File: src/rtl/bpmc_step_sequencer.sv
// ---------------------------------------------------------------------------
// bpmc_step_sequencer
//
// Walks a waveform-memory read address through a programmed [start..end]
// window, one address per step strobe received from the BPMC pulse stage.
// Runs continuously or for a programmed number of passes through the window.
//
// Parameters:
//   AW          address width of the waveform memory
//   CW          width of the pass (burst) counter
//
// Ports:
//   Clock       system clock, rising edge
//   Reset       synchronous active-low reset
//   M_IN        step strobe (M_OUT of the pulse stage)
//   Start       start request, sampled in IDLE only
//   Stop        abort request, honoured in every state
//   Start_Addr  first address of the window
//   End_Addr    last address of the window (may be below Start_Addr: the
//               window then wraps through 2^AW-1 -> 0)
//   Burst_Cnt   number of passes, 0 = continuous
//   Addr        current waveform address (registered)
//   Addr_Valid  Addr is live (RUN only)
//   Busy        high in RUN and DONE
//   Wrap        one-cycle pulse when Addr reloads from End to Start
//   Done        one-cycle pulse when the burst completes
//
// Build option:
//   BPMC_STEP_EDGE_DET_EN  when defined, a step is the rising edge of M_IN
//                          rather than every high cycle of M_IN.
// ---------------------------------------------------------------------------
module bpmc_step_sequencer #(
    parameter int AW = 8,
    parameter int CW = 8
) (
    input  logic          Clock,
    input  logic          Reset,
    input  logic          M_IN,
    input  logic          Start,
    input  logic          Stop,
    input  logic [AW-1:0] Start_Addr,
    input  logic [AW-1:0] End_Addr,
    input  logic [CW-1:0] Burst_Cnt,
    output logic [AW-1:0] Addr,
    output logic          Addr_Valid,
    output logic          Busy,
    output logic          Wrap,
    output logic          Done
);

    typedef enum logic [1:0] {
        ST_IDLE = 2'd0,
        ST_RUN  = 2'd1,
        ST_DONE = 2'd2
    } state_t;

    state_t        state;
    logic [AW-1:0] start_l;
    logic [AW-1:0] end_l;
    logic [CW-1:0] burst_l;
    logic [CW-1:0] pass_cnt;
    logic [CW-1:0] pass_next;
    logic          step;

`ifdef BPMC_STEP_EDGE_DET_EN
    logic m_in_d;

    always_ff @(posedge Clock) begin
        if (!Reset) begin
            m_in_d <= 1'b0;
        end else begin
            m_in_d <= M_IN;
        end
    end

    // A held-high strobe counts once; latency matches the plain strobe.
    always_comb begin
        step = M_IN & ~m_in_d;
    end
`else
    always_comb begin
        step = M_IN;
    end
`endif

    // Pass counter saturates so continuous mode never rolls over.
    always_comb begin
        pass_next = (pass_cnt == '1) ? pass_cnt : pass_cnt + CW'(1);
    end

    always_ff @(posedge Clock) begin
        if (!Reset) begin
            state      <= ST_IDLE;
            start_l    <= '0;
            end_l      <= '0;
            burst_l    <= '0;
            pass_cnt   <= '0;
            Addr       <= '0;
            Addr_Valid <= 1'b0;
            Busy       <= 1'b0;
            Wrap       <= 1'b0;
            Done       <= 1'b0;
        end else if (Stop) begin
            // Abort wins over everything; Addr is left where it stopped.
            state      <= ST_IDLE;
            Addr_Valid <= 1'b0;
            Busy       <= 1'b0;
            Wrap       <= 1'b0;
            Done       <= 1'b0;
        end else begin
            Wrap <= 1'b0;
            Done <= 1'b0;
            case (state)
                ST_IDLE: begin
                    if (Start) begin
                        start_l    <= Start_Addr;
                        end_l      <= End_Addr;
                        burst_l    <= Burst_Cnt;
                        pass_cnt   <= '0;
                        Addr       <= Start_Addr;
                        Addr_Valid <= 1'b1;
                        Busy       <= 1'b1;
                        state      <= ST_RUN;
                    end else begin
                        Addr_Valid <= 1'b0;
                        Busy       <= 1'b0;
                    end
                end

                ST_RUN: begin
                    if (step) begin
                        if (Addr != end_l) begin
                            Addr <= Addr + AW'(1);
                        end else begin
                            Addr     <= start_l;
                            Wrap     <= 1'b1;
                            pass_cnt <= pass_next;
                            if ((burst_l != '0) && (pass_next == burst_l)) begin
                                state      <= ST_DONE;
                                Addr_Valid <= 1'b0;
                                Done       <= 1'b1;
                            end
                        end
                    end
                end

                ST_DONE: begin
                    state      <= ST_IDLE;
                    Addr_Valid <= 1'b0;
                    Busy       <= 1'b0;
                end

                default: begin
                    state      <= ST_IDLE;
                    Addr_Valid <= 1'b0;
                    Busy       <= 1'b0;
                end
            endcase
        end
    end

endmodule

File: config.mk
export PLATFORM = sky130hd
export DESIGN_NAME = bpmc_step_sequencer
export DESIGN_NICKNAME = d
export VERILOG_FILES = /design/src/rtl/bpmc_step_sequencer.sv
export SDC_FILE = /design/constraint.sdc
export NUM_CORES = 1
export LEC_CHECK = 0
export BUFFER_PORTS_ARGS = -buffer_cell sky130_fd_sc_hd__buf_2
export CAP_MARGIN = 20
export CORE_ASPECT_RATIO = 0.8
export CORE_UTILIZATION = 51
export CTS_CLUSTER_SIZE = 20
export DETAILED_ROUTE_END_ITERATION = 8
export GPL_ROUTABILITY_DRIVEN = 1
export PLACE_DENSITY = 0.76
export SYNTH_ARGS = -nofsm -noshare
export SYNTH_HDL_FRONTEND = slang
export SYNTH_SLANG_ARGS = --single-unit
File: constraint.sdc
create_clock -name Clock -period 2 [get_ports Clock]
set_input_delay 0.1 -clock Clock [delete_from_list [all_inputs] [get_ports Clock]]
set_output_delay 0.1 -clock Clock [all_outputs]
set_load 0.02 [all_outputs]
== Word-level counts from Yosys, hierarchy flattened ==
Index checks and enable logic that the tools add are counted.
Cells by class
  multiplexer cells: 22
  reduce and logical (&&, ||, !) cells: 12
  equal/unequal tests: 8
  add/sub/neg operators: 2
  bitwise gates (word level): 4
Operator list (number)
  $mux 8: 7
  $pmux 8 s2: 2
  $add 8x1->8 const B: 2
  $eq 8x8->1: 1
  $eq 8x8->1 const B: 1
  $mux 2: 4
  $ne 2x2->1 const B: 4
  $ne 8x8->1: 1
  $reduce_and 4->1: 2
  $reduce_bool 8->1: 1
  $mux 1: 6
  $reduce_and 3->1: 2
  $reduce_and 5->1: 1
  $reduce_or 5->1: 1
  $not 1->1: 4
  $pmux 1 s2: 2
  $pmux 2 s2: 1
  $reduce_or 4->1: 1
  $eq 2x1->1 const B: 1
  $logic_not 2->1: 1
  $reduce_bool 2->1: 1
  $reduce_or 2->1: 1
  $logic_and 1x1->1: 1
Storage, ports and cells
  output and inout port bits: 12
  input bits: 29
  register bits: 46
  logic and storage cells: 58

== Logic depth before layout (Yosys ltp) ==
  depth after elaboration: 8
  mapped depth: 8
  depth with buffers taken out: 7

== Worst setup path after synthesis ==
OpenSTA, ideal clock, no wires.
  kind: register -> register
  start: register pass_cnt[0]
  end: register state[0]
  data arrival time: 1.815 ns
  clock period less this slack: 1.965 ns
  slack: 0.035 ns
  data required time: 1.850 ns
  setup time: 0.150 ns
  buffers on the path: 1
  stages on the path, launching flop included: 9
  path through: dfxtp_1 ha_1 buf_2 nand4_2 or2_1 mux2i_1 a32o_1 nor4_4 a41oi_1
Between the ends
  cells in the longest elaborated chain, start to end: 6
  elaborated cells on any way between the ends: 7
  those cells by class: add/sub (1); eq/ne (3); mux (1); reduce/logical (2)
RTL lines
  start, declared: line 61  | logic [CW-1:0] pass_cnt;
  start signal, assigned: line 137  | pass_cnt <= pass_next;
  $add 8x1->8 or $eq 8x8->1 (tied branches): line 88  | pass_next = (pass_cnt == '1) ? pass_cnt : pass_cnt + CW'(1);
  $mux 8 *: line 88
  $eq 8x8->1 *: line 138  | if ((burst_l != '0) && (pass_next == burst_l)) begin
  $logic_and 1x1->1 *: line 138
  $ne 2x2->1 (no line) *
  $reduce_and 4->1 (no line) *
  end signal, assigned: line 139  | state <= ST_DONE;
  end signal, assigned: line 148  | state <= ST_IDLE;
  end signal, assigned: line 154  | state <= ST_IDLE;
  end, declared: line 57  | state_t state;
Every way passes the cells marked *; elsewhere a longest branch is shown, timed or not.
A chain may end at the register's enable or synchronous reset.

== Worst setup path in the final report ==
  start: register pass_cnt[4]
  end: register state[0]
Same word-level chain as after synthesis.

==> metrics.csv <==
metric,value,unit
status,"complete, no violations",
post-synthesis sequential element count,46,
final wirelength,6150,um
most area-hungry cell type in the Yosys netlist,dfxtp_1,
clock skew,5.72,ps
number of flops mapped to enable cells by yosys,0,
Crit path buffers/inverters,0,
1st-pass router iterations,5,
R2R depth,6,
Final Slew Violations,0,
Routed Antenna Nets,0,
"CP delay by family, top",simple AND/OR/NAND/NOR gates,
Clock transition at path regs,90,ps
Die Span X,80.2,um
Fillers,395,
Worst Path Max Fanout,6,
ys flop type,dfxtp_1,
total number of vias,2407,
Site Rows,22,
Min Hold Slack,23.8,ps
CP arrival,2130,ps
crit path to,state[0],
design area,3030,sq um
drt drc,0,
Area contributors post-synth,"dfxtp_1, nand2_1, a21oi_1, xor2_1, mux2_4",
Post-synth ARST share,0,%
Mapped Area,2500,sq um
clock buffer depth,2,
GRT overflow,0,
Final min period,1960,ps
DRT iter0 DRCs,176,
worst hold path type,input pin to flop,
Nets,395,
wire length per cell,14.5,um
Die H,64.6,um
endpoints failing setup,0,
YS warnings,0,
Startpoint Class,flop,
first-pass GRT wire length,9940,um
HPWL Detailed,4350,um
sequential fraction of the synthesis area,36.9,%
largest net degree at the start of global routing,25,
CP Depth,6,
post-DR vias/cell,5.66,
layout cells sized above 1,29.3,%
number of global-route vias before repair,2052,
CTS tree,built,
Final Hold Violating Endpoints,0,
Rel. slew slack,73.3,%
r2r startpoint,pass_cnt[4],
# diodes,0,
Clock Tree Root,clkbuf_8,
Fmax,509,MHz
maximum VDD drop,0.000418,V
DIE AREA,5180,sq um
area grow syn2layout,21.5,%
CP startpoint,pass_cnt[4],
H-tree Lvls,2,
crit end category,flop,
gpl congestion,0.930,
initial core utilization,53.7,%
Critical-path top delay cell,dfxtp_1,
IO Count,41,
Critical R2R Capture,state[0],
CORE AREA,4650,sq um
syn_nets,336,
Synth cell types,61,
worst path cell trace,nand3_2 -> nor3_2 -> nand2_1 -> a32o_1 -> nor4_4 -> a41oi_1,
area share of the largest cell type after synthesis,36.9,%
Total GRT Usage,25.1,%
Worst EP required,2170,ps
PwrDens,650,nW/um^2
Num CTS Buffers,5,
I/O Buffers,40,
initial antenna violation count,0,
Slew @ Worst Pin,399,ps
crit-path max cell delay,470,ps
R2R Setup Slk,40,ps
DP Area,2880,sq um
Leak Pwr,1.27,nW
critical path class,flop to flop,
max cap viols,0,
Mapped Avg Cell Area,8.18,sq um
post-synthesis cell count,305,
Sink Count,46,
startpoint of the worst hold path,End_Addr[3],
clk_lat worst skew,300,ps
period utilization,98.2,%
## cell type report
cell class	count	area [sq um]	area share (%)
inverters	4	15.0	0.495
clock buffers	6	82.6	2.72
repair buffers	69	430	14.2
multi-input cells	238	1490	49.2
well taps	60	75.1	2.48
flip-flops and latches	46	925	30.5
clock inverters	2	12.5	0.413
## where the power goes
group          total [mW]  internal (mW)  switching (mW)
registers           0.982          0.953          0.0295
logic               0.386          0.177           0.209
clock network       0.602          0.278           0.324
## worst reg2reg max path: cells and delay by family (launching register included)
kind / cells / cell delay (ps)
simple gates: 4 / 890
compound gates: 2 / 480
flops: 1 / 470
## cell usage after synthesis (all sizes together) (2+ instances only)
master   n
nand2   68
dfxtp   46
a21oi   42
o21ai   14
xor2    14
nand3   13
buf      8
clkbuf   8
nor2     8
a211oi   6
mux2     6
nor4     6
and3     5
xnor2    5
a41oi    4
inv      4
nor2b    4
nor3     4
a21boi   3
a22oi    3
mux2i    3
nand2b   3
nand4    3
a21o     2
ha       2
nand3b   2
o31ai    2
or2      2
## through the flow
stage / total power [mW] / setup TNS, ps / std cells / util [%] / worst slack (ps)
after floorplan: 1.25 / 0 / 305 / - / 34.5
after global placement: 1.36 / 0 / 415 / 62.0 / 147
after detailed placement: 1.37 / 0 / 415 / 62.0 / 81.4
after CTS: 1.96 / 0 / 423 / 64.0 / 54.9
after global routing: 2.07 / -100 / 425 / 65.2 / -60.5
final: 1.97 / 0 / 425 / 65.2 / 36.5
## how the worst min path moves through the flow
stage	to	slack (ps)	cells after the start
after floorplan	Addr_Valid	220	1
after global placement	burst_l[3]	340	3
after detailed placement	Addr_Valid	340	2
after CTS	burst_l[6]	20	3
after global routing	Addr_Valid	20	2
final	end_l[3]	20	3
## sequential cells by signal, summed over array words and instances, names as in the netlist
| register | cells |
|---|---|
| Addr | 8 |
| burst_l | 8 |
| end_l | 8 |
| pass_cnt | 8 |
| start_l | 8 |
| state | 2 |
| Addr_Valid | 1 |
| Busy | 1 |
| Done | 1 |
| Wrap | 1 |
## cells by family (layout without fill, tap and decap cells)
| kind of cell | after synthesis | count (layout) | synth area share (%) |
|---|---|---|---|
| XOR/XNOR | 19 | 19 | 6.67 |
| multiplexers | 9 | 9 | 4.66 |
| AO/OA/AOI/OAI | 87 | 87 | 22.6 |
| flip-flops | 46 | 46 | 36.9 |
| adder cells (fa/ha/maj) | 2 | 2 | 1.00 |
| AND/OR/NAND/NOR | 121 | 121 | 23.8 |
| buffers and inverters | 21 | 81 | 4.41 |
## what timing repair did
action / CTS / global route
endpoints found under the setup margin: 0 / 9
hold buffers: 0 / 0
buffers inserted: 0 / 2
resized for setup: 0 / 7
## layout by cell type (no fill, tap or decap), types with 3 or more instances in the layout
| cell type | n |
|---|---|
| a41oi_1 | 4 |
| a211oi_1 | 3 |
| a211oi_2 | 3 |
| mux2i_1 | 3 |
| inv_1 | 3 |
| nand3_1 | 12 |
| buf_2 | 40 |
| nor4_1 | 3 |
| xor2_1 | 14 |
| mux2_4 | 5 |
| clkbuf_8 | 6 |
| nor2_1 | 8 |
| o21ai_0 | 14 |
| dfxtp_1 | 43 |
| dfxtp_2 | 3 |
| buf_4 | 28 |
| a21oi_1 | 42 |
| nand2_1 | 67 |
| xnor2_1 | 5 |
| nor2b_1 | 4 |
| and3_1 | 3 |
| nand2b_1 | 3 |
## routing by layer
metal | wire length (um) | GRT usage [%]
met5 | 0 | 0
met4 | 56 | 7.14
met3 | 447 | 5.07
met2 | 2560 | 35.7
met1 | 3080 | 37.7
No activity file was read; power rests on OpenSTA's default activity.
